File: src/rtl/if_stage_prefetch_pkg.sv
// Shared constants and elaboration helpers for the instruction-fetch stage.
package if_stage_prefetch_pkg;

    localparam logic [31:0] NOP_INSTR       = 32'b0;
    localparam int          DEFAULT_PC_STEP = 4;

    // Ceiling log2, usable in parameter and port-range expressions.
    function automatic int log2c(input int value);
        int result;
        result = 0;
        for (int i = 0; i < 31; i++) begin
            if ((1 << i) < value) begin
                result = i + 1;
            end
        end
        return result;
    endfunction

endpackage

File: src/rtl/if_stage_prefetch_fifo.sv
// Prefetch queue: circular buffer with wrapping pointers; occupancy comes from an explicit count.
module if_stage_prefetch_fifo
    import if_stage_prefetch_pkg::*;
#(
    parameter int WIDTH = 64,
    parameter int DEPTH = 4
) (
    input  logic                  clk,
    input  logic                  rst,
    input  logic                  push,
    input  logic                  pop,
    input  logic                  flush,
    input  logic [WIDTH-1:0]      din,
    output logic [WIDTH-1:0]      head,
    output logic [log2c(DEPTH):0] count,
    output logic                  empty,
    output logic                  full
);

    localparam int AW    = log2c(DEPTH);
    localparam int PTR_W = AW + 1;
    localparam int CNT_W = AW + 1;

    logic [WIDTH-1:0] mem [DEPTH];
    logic [PTR_W-1:0] wr_ptr;
    logic [PTR_W-1:0] rd_ptr;
    logic             do_push;
    logic             do_pop;

    assign empty   = (count == '0);
    assign full    = (count == CNT_W'(DEPTH));
    assign do_pop  = pop && !empty;
    assign do_push = push && (!full || do_pop);
    assign head    = mem[rd_ptr[AW-1:0]];

    // Flush wins over any push or pop arriving on the same edge.
    always_ff @(posedge clk or negedge rst) begin
        if (!rst) begin
            wr_ptr <= '0;
            rd_ptr <= '0;
            count  <= '0;
        end else if (flush) begin
            wr_ptr <= '0;
            rd_ptr <= '0;
            count  <= '0;
        end else begin
            if (do_pop) begin
                rd_ptr <= rd_ptr + PTR_W'(1);
            end
            if (do_push) begin
                wr_ptr <= wr_ptr + PTR_W'(1);
            end
            count <= count + CNT_W'(do_push) - CNT_W'(do_pop);
        end
    end

    always_ff @(posedge clk) begin
        if (do_push && !flush) begin
            mem[wr_ptr[AW-1:0]] <= din;
        end
    end

endmodule

File: src/rtl/if_stage_prefetch.sv
// Instruction-fetch stage: PC generator, 1-cycle synchronous ROM and a prefetch queue
// feeding IF/ID. Redirects squash both the queue and any read still in flight.
module if_stage_prefetch
    import if_stage_prefetch_pkg::*;
#(
    parameter int                                ADDR_W     = 32,
    parameter int                                DATA_W     = 32,
    parameter int                                IMEM_DEPTH = 64,
    parameter int                                PC_STEP    = DEFAULT_PC_STEP,
    parameter int                                QDEPTH     = 4,
    parameter logic [ADDR_W-1:0]                 RESET_PC   = '0,
    parameter logic [ADDR_W-1:0]                 END_PC     = ADDR_W'((IMEM_DEPTH - 1) * PC_STEP),
    // ROM image; the all-zero default is an all-NOP program.
    parameter logic [IMEM_DEPTH-1:0][DATA_W-1:0] ROM_INIT   = '0
) (
    input  logic              clk,
    input  logic              rst,
    input  logic              freeze,
    input  logic              Branch_taken,
    input  logic [ADDR_W-1:0] BranchAddr,
    output logic [ADDR_W-1:0] PC,
    output logic [DATA_W-1:0] Instruction,
    output logic              valid
);

    localparam int                STEP_SH = log2c(PC_STEP);
    localparam int                IDX_W   = (IMEM_DEPTH > 1) ? log2c(IMEM_DEPTH) : 1;
    localparam int                CNT_W   = log2c(QDEPTH) + 1;
    localparam int                CR_W    = CNT_W + 1;
    localparam int                ENTRY_W = ADDR_W + DATA_W;
    localparam logic [DATA_W-1:0] NOP     = DATA_W'(NOP_INSTR);

    logic [ADDR_W-1:0]  fetch_pc;
    logic [ADDR_W-1:0]  next_pc;
    logic [ADDR_W-1:0]  rd_pc;
    logic [DATA_W-1:0]  rd_data;
    logic               inflight;
    logic [ADDR_W-1:0]  word_addr;
    logic [IDX_W-1:0]   rom_idx;
    logic               in_range;
    logic [DATA_W-1:0]  rom_word;
    logic               pop;
    logic               issue;
    logic [CR_W-1:0]    credit;
    logic [ENTRY_W-1:0] head;
    logic [ADDR_W-1:0]  head_pc;
    logic [DATA_W-1:0]  head_instr;
    logic [CNT_W-1:0]   fifo_count;
    logic               fifo_empty;
    logic               fifo_full;

    // Low PC bits below the instruction step never select a ROM word.
    assign word_addr = fetch_pc >> STEP_SH;
    assign in_range  = word_addr < ADDR_W'(IMEM_DEPTH);
    assign rom_idx   = word_addr[IDX_W-1:0];
    assign rom_word  = in_range ? ROM_INIT[rom_idx] : NOP;
    assign next_pc   = (fetch_pc == END_PC) ? RESET_PC : fetch_pc + ADDR_W'(PC_STEP);

    // Issue only if the slot is still free once the returning read and this cycle's pop settle.
    assign pop    = valid && !freeze;
    assign credit = {1'b0, fifo_count} + CR_W'(inflight) - CR_W'(pop);
    assign issue  = !Branch_taken && (credit < CR_W'(QDEPTH));

    always_ff @(posedge clk or negedge rst) begin
        if (!rst) begin
            fetch_pc <= RESET_PC;
            inflight <= 1'b0;
            rd_pc    <= '0;
            rd_data  <= NOP;
        end else if (Branch_taken) begin
            fetch_pc <= BranchAddr;
            inflight <= 1'b0;
        end else begin
            inflight <= issue;
            if (issue) begin
                rd_pc    <= fetch_pc;
                rd_data  <= rom_word;
                fetch_pc <= next_pc;
            end
        end
    end

    if_stage_prefetch_fifo #(
        .WIDTH (ENTRY_W),
        .DEPTH (QDEPTH)
    ) u_fifo (
        .clk   (clk),
        .rst   (rst),
        .push  (inflight),
        .pop   (pop),
        .flush (Branch_taken),
        .din   ({rd_pc, rd_data}),
        .head  (head),
        .count (fifo_count),
        .empty (fifo_empty),
        .full  (fifo_full)
    );

    assign head_pc     = head[DATA_W +: ADDR_W];
    assign head_instr  = head[DATA_W-1:0];
    assign valid       = !fifo_empty;
    assign PC          = valid ? head_pc + ADDR_W'(PC_STEP) : '0;
    assign Instruction = valid ? head_instr : NOP;

    // A returning read must always find room; the credit check above is what guarantees it.
    assert property (@(posedge clk) disable iff (!rst) !(inflight && !pop && fifo_full));

endmodule

File: config.mk
export PLATFORM = sky130hd
export DESIGN_NAME = if_stage_prefetch
export DESIGN_NICKNAME = d
export VERILOG_FILES = /design/src/rtl/if_stage_prefetch_pkg.sv /design/src/rtl/if_stage_prefetch_fifo.sv /design/src/rtl/if_stage_prefetch.sv
export SDC_FILE = /design/constraint.sdc
export NUM_CORES = 1
export LEC_CHECK = 0
export CAP_MARGIN = 25
export CORE_MARGIN = 8
export CORE_UTILIZATION = 36
export DETAILED_ROUTE_END_ITERATION = 12
export DONT_BUFFER_PORTS = 1
export PLACE_DENSITY = 0.6
export SYNTH_ARGS = -nofsm -noshare
export SYNTH_HDL_FRONTEND = slang
export SYNTH_SLANG_ARGS = --single-unit
File: constraint.sdc
create_clock -name clk -period 8.9 [get_ports clk]
set_input_delay 1.78 -clock clk [delete_from_list [all_inputs] [get_ports clk]]
set_output_delay 1.78 -clock clk [all_outputs]
set_load 0.01 [all_outputs]
=== Yosys cells after proc, flatten, opt, wreduce, memory -nomap -nowiden ===
Memory sizes are Yosys's and may differ from the RTL's.
Index checks and enable logic that the tools add are counted.

* Bits in registers: 106
* Bits in latches: 0
* RAM bits: 256
* ROM bits: 2048
* Bits of input ports: 36
* Word-level logic and storage cells: 53
* Memories: 2

{| class="wikitable"
|+ Memories
! name !! depth !! bits a word !! rd ports !! clocked after memory_dff !! wr ports !! RTL line !! RTL
|-
| (no name shown) || 64 || 32 || 1 || 0 || 0 || if_stage_prefetch.sv:56 || <nowiki>assign rom_word = in_range ? ROM_INIT[rom_idx] : NOP;</nowiki>
|-
| u_fifo.mem || 4 || 64 || 1 || 0 || 1 || if_stage_prefetch_fifo.sv:24 || <nowiki>logic [WIDTH-1:0] mem [DEPTH];</nowiki>
|}

* $add $sub $neg: 8
* Multiply operators: 0
* Divide/modulo/power cells: 0
* Order comparisons: 3
* Equal/unequal tests: 2
* Shift operators: 0
* Mux-type cells: 15
* Bitwise gates (word level): 1
* Reduce and logical (&&, ||, !) cells: 15

{| class="wikitable"
|+ Operator list
! operator !! count
|-
| $mux W32 || 7
|-
| $add A32 B3 Y32 const B || 2
|-
| $eq A32 B8 Y1 const B || 1
|-
| $lt A30 B7 Y1 const B || 1
|-
| $mux W3 || 5
|-
| $lt A6 B7 Y1 const B || 1
|-
| $add A3 B1 Y3 const B || 2
|-
| $reduce_bool A2 Y1 || 3
|-
| $logic_and A1 B1 Y1 || 5
|-
| $add A3 B1 Y4 || 1
|-
| $logic_not A1 Y1 || 4
|-
| $lt A4 B3 Y1 const B || 1
|-
| $sub A4 B1 Y4 || 1
|-
| $add A3 B1 Y3 || 1
|-
| $eq A3 B3 Y1 const B || 1
|-
| $logic_not A3 Y1 || 1
|-
| $mux W1 || 3
|-
| $sub A3 B1 Y3 || 1
|-
| $reduce_and A2 Y1 || 1
|-
| $logic_or A1 B1 Y1 || 1
|-
| $not A1 Y1 || 1
|}

=== Logic depth before layout (Yosys ltp) ===
* Depth in word-level cells: 9
* Depth in mapped cells: 13

=== Cells and area by module ===
A second synthesis with hierarchy kept.

* Cells, all modules: 845
* Area, all modules: 14256.2 um^2

{| class="wikitable"
|+ Modules (own cells, without submodules)
! module !! times used !! cells each !! area each (um^2)
|-
| if_stage_prefetch_fifo || 1 || 379 || 9718.1
|-
| if_stage_prefetch || 1 || 466 || 4538.1
|}

=== Least setup slack after synthesis ===
OpenSTA, ideal clock, no wires.

* Kind: in2reg
* Start: input port freeze
* End: register fetch_pc[26]
* Library setup time: 126 ps
* Data arrival time: 4162 ps
* Path slack: 4612 ps
* Stages: 11
* Buffers on the path: 1
* Path through: nor2_1 ha_1 inv_1 ha_1 and3b_1 o21a_1 o31ai_1 or2_2 buf_2 o21ai_0 a221o_1

* Longest elaborated chain between the ends: 6

{| class="wikitable"
|+ Ends and longest elaborated chain
! what !! RTL line !! RTL
|-
| start, declared || if_stage_prefetch.sv:18 || <nowiki>input logic freeze,</nowiki>
|-
| $logic_not A1 Y1 || if_stage_prefetch.sv:60 || <nowiki>assign pop = valid && !freeze;</nowiki>
|-
| $logic_and A1 B1 Y1 || if_stage_prefetch.sv:60 ||
|-
| $sub A4 B1 Y4 || if_stage_prefetch.sv:61 || <nowiki>assign credit = {1'b0, fifo_count} + CR_W'(inflight) - CR_W'(pop);</nowiki>
|-
| $lt A4 B3 Y1 || if_stage_prefetch.sv:62 || <nowiki>assign issue = !Branch_taken && (credit < CR_W'(QDEPTH));</nowiki>
|-
| $logic_and A1 B1 Y1 || if_stage_prefetch.sv:62 ||
|-
| $reduce_bool A2 Y1 (no source line) || n/a ||
|-
| end signal, assigned || if_stage_prefetch.sv:71 || <nowiki>fetch_pc <= BranchAddr;</nowiki>
|-
| end signal, assigned || if_stage_prefetch.sv:78 || <nowiki>fetch_pc <= next_pc;</nowiki>
|-
| end, declared || if_stage_prefetch.sv:33 || <nowiki>logic [ADDR_W-1:0] fetch_pc;</nowiki>
|}

No other way between the ends.
A chain may end at the register's enable or synchronous reset.

=== Final worst setup path ===
* Start: register u_fifo.rd_ptr[0]
* End: output port PC[28]

* Longest elaborated chain between the ends: 3

{| class="wikitable"
|+ Ends and longest elaborated chain
! what !! RTL line !! RTL
|-
| start, declared || if_stage_prefetch_fifo.sv:26 || <nowiki>logic [PTR_W-1:0] rd_ptr;</nowiki>
|-
| start signal, assigned || if_stage_prefetch_fifo.sv:48 || <nowiki>rd_ptr <= rd_ptr + PTR_W'(1);</nowiki>
|-
| $mem_v2 Z4 W64 || n/a ||
|-
| $add A32 B3 Y32 || if_stage_prefetch.sv:102 || <nowiki>assign PC = valid ? head_pc + ADDR_W'(PC_STEP) : '0;</nowiki>
|-
| $mux W32 || if_stage_prefetch.sv:102 ||
|-
| end, declared || if_stage_prefetch.sv:21 || <nowiki>output logic [ADDR_W-1:0] PC,</nowiki>
|}

No other way between the ends.

==> results.cfg <==
[outcome]
status = finished, final reports clean

[floorplanning]
die_h_um = 177
start_util = 0.362
pin_count = 101
die_x_um = 177
die-area_um2 = 31300
coreArea_um2 = 25800
rows = 59

[yosys]
synth_cells = 674
synth_edf_count = 128
avgSynthCellArea_um2 = 13.8
synth_top_area_share = 0.412
yosys_warnings = 0
yosys_most_used_dff = edfxtp_1
ys_types = 60
synth_area_leader_cell = edfxtp_1
seq_area_frac_synth = 0.606
async_flop_share = 0.360
synthesis.area_um2 = 9320
synthTopCellsByArea = edfxtp_1, dfrtp_1, mux4_1, mux4_2, mux2_2
synth_seq_cells = 200

[timing]
fin_skew_ps = 10.3
tightest_slew_ps = 986
fin_crit_sh = 0.590
hold_ws_ps = 521
slew-limit-headroom = 0.340
finalSetupTns_ps = 0
hold_viol_final = 0
fmax_ghz = 0.190
setup_viol = 0
period_needed_ps = 5250
rsz0062_at_grt = no
drv_slew = 0

[route]
routed_via_density = 5.29
detail-route-antenna-nets = 0
via_count = 5411
drtPass1Iterations = 5
wl_per_cell_um = 19.8
drt_iter0_drc = 303
route.detailed.drc = 0
routed_wl_um = 20300

[grt]
grt_max_degree = 73
grt_use_total = 0.129
antenna_found_initial = 0
grt_pass1_wl_um = 30600
grt_pass1_vias = 5054
grt.overflow.total = 0

[worst_setup_path]
cp_max_fo = 30
critPathCaptureType = primary output
arrival_ps = 3470
worstPathRequired_ps = 7120
worstSetupPathType = reg -> out
cp-start-kind = flop

[clock_network]
cts_tree = done
cts_buffers = 17
clk_transition_reported_paths_ps = 70
post_cts_buffers = 0
htreeDepth = 4
post_cts_resize_count = 0
clock_sinks = 200
cts-root-buf = clkbuf_16
clock_latency_ps = 430
clk_path_buf_depth = 2
holdBufCountCts = 0

[job]
max_cap_viol_count = 0

[place]
io_buffers = 0
place_hpwl_um = 13900
gp_congestion = 0.787
dpl_cell_area_um2 = 9530

[power]
total_power_uw = 3120
ir_drop_uv = 140
powerDensity_nw_per_um2 = 308
static-leakage-power_uw = 0.00353

[finish]
antenna_cells = 0
area_delta_synth_final_pct = 8.59
drive_above_1_share = 0.147
stdcell_area_um2 = 10100
post-route-util = 0.393
final_nets = 721

[worst_hold_path]
min_path_type = reg -> reg
==> flip-flops by register name (all words and copies together), names as in the netlist <==
register / flops
u_fifo.mem: 128
u_fifo.wr_ptr: 2
u_fifo.rd_ptr: 2
rd_pc: 32
inflight: 1
fetch_pc: 32
u_fifo.count: 3
==> layout by cell type (no fill, tap or decap), types with 10 or more instances in the layout <==
cell	count
edfxtp_1	128
dfrtp_1	71
nand2_1	52
nor2_1	43
o21ai_0	39
conb_1	32
mux2_2	28
xor2_1	22
nand3_1	21
inv_1	19
clkbuf_16	17
mux4_1	16
mux4_2	16
a21oi_1	13
xnor2_1	12
nand4_1	10
ha_1	10
==> synth_stat cells, drive strengths merged, types with 3 or more instances <==
library cell,instances
mux2,28
nand2,53
or2,3
ha,10
o211ai,6
a221o,4
nor2,44
inv,19
or3,6
xnor2,12
nor2b,7
and2,7
clkbuf,14
nor3b,4
o31a,5
o21ai,39
nand3,24
a31oi,4
a21oi,13
buf,45
mux4,32
nor4,9
dfrtp,72
nand4,12
a22oi,3
xor2,22
and3,4
edfxtp,128
o311ai,9
nor3,12
==> cell type report <==
type                    instances  area, um2
flip-flops and latches        200       5650
clock inverters                15        165
well taps                     335        419
clock buffers                  17        425
repair buffers                  9       67.6
multi-input cells             427       3330
fillers                      2410      15600
inverters                      19       71.3
==> worst max-delay path, cell delays in order (launching register included) <==
cell and delay [ps]:
dfrtp_2 440, buf_4 500, mux4_1 410, ha_1 210, nand2_1 140, nor4_4 570, nand2_2 120, or3_1 370
a21oi_1 270
==> layer usage <==
layer  vias up  GRT usage  wire length (um)
met5         -          0                 0
met4         0     0.0378               218
met3        15     0.0350              1200
met1      2761      0.187              9990
li1       2493          -                 -
met2       142      0.186              8840
==> through the flow <==
stage / setup slack, ps / cells
detailed placement: 3990 / 990
global placement: 4070 / 990
CTS: 3560 / 1022
finish: 3650 / 1022
global route: 3330 / 1022
floorplan: 4610 / 705
==> cells by family after synthesis <==
group,after synthesis,synth area share
DFF,200,0.606
and+or+nand+nor,195,0.112
AOI/OAI and AO/OA,95,0.0667
buffers and inverters,78,0.0505
muxes,60,0.118
xor gates and xnor gates,34,0.0319
adders and majority gates,11,0.0156
other,1,0.000402
==> power breakdown <==
group	total [uW]	internal (uW)	switching, uW
Clock	771	421	350
Combinational	866	348	518
Sequential	1480	1260	221
Total	3120	2030	1090
==> final timing paths <==
| path | start | to | slack (ps) | cells after the start |
|---|---|---|---|---|
| setup / recovery | u_fifo.rd_ptr[0] | PC[28] | 3650 | 8 |
| hold / removal | rd_pc[13] | u_fifo.mem[3][45] | 520 | 0 |
| setup reg to reg | u_fifo.count[1] | fetch_pc[26] | 5170 | 11 |
| hold reg to reg | rd_pc[13] | u_fifo.mem[3][45] | 520 | 0 |
| max in group asynchronous | rst | rd_pc[3] | 7750 | 0 |
| min in group asynchronous | rst | fetch_pc[28] | 1040 | 0 |
No activity file was read; power rests on OpenSTA's default activity.
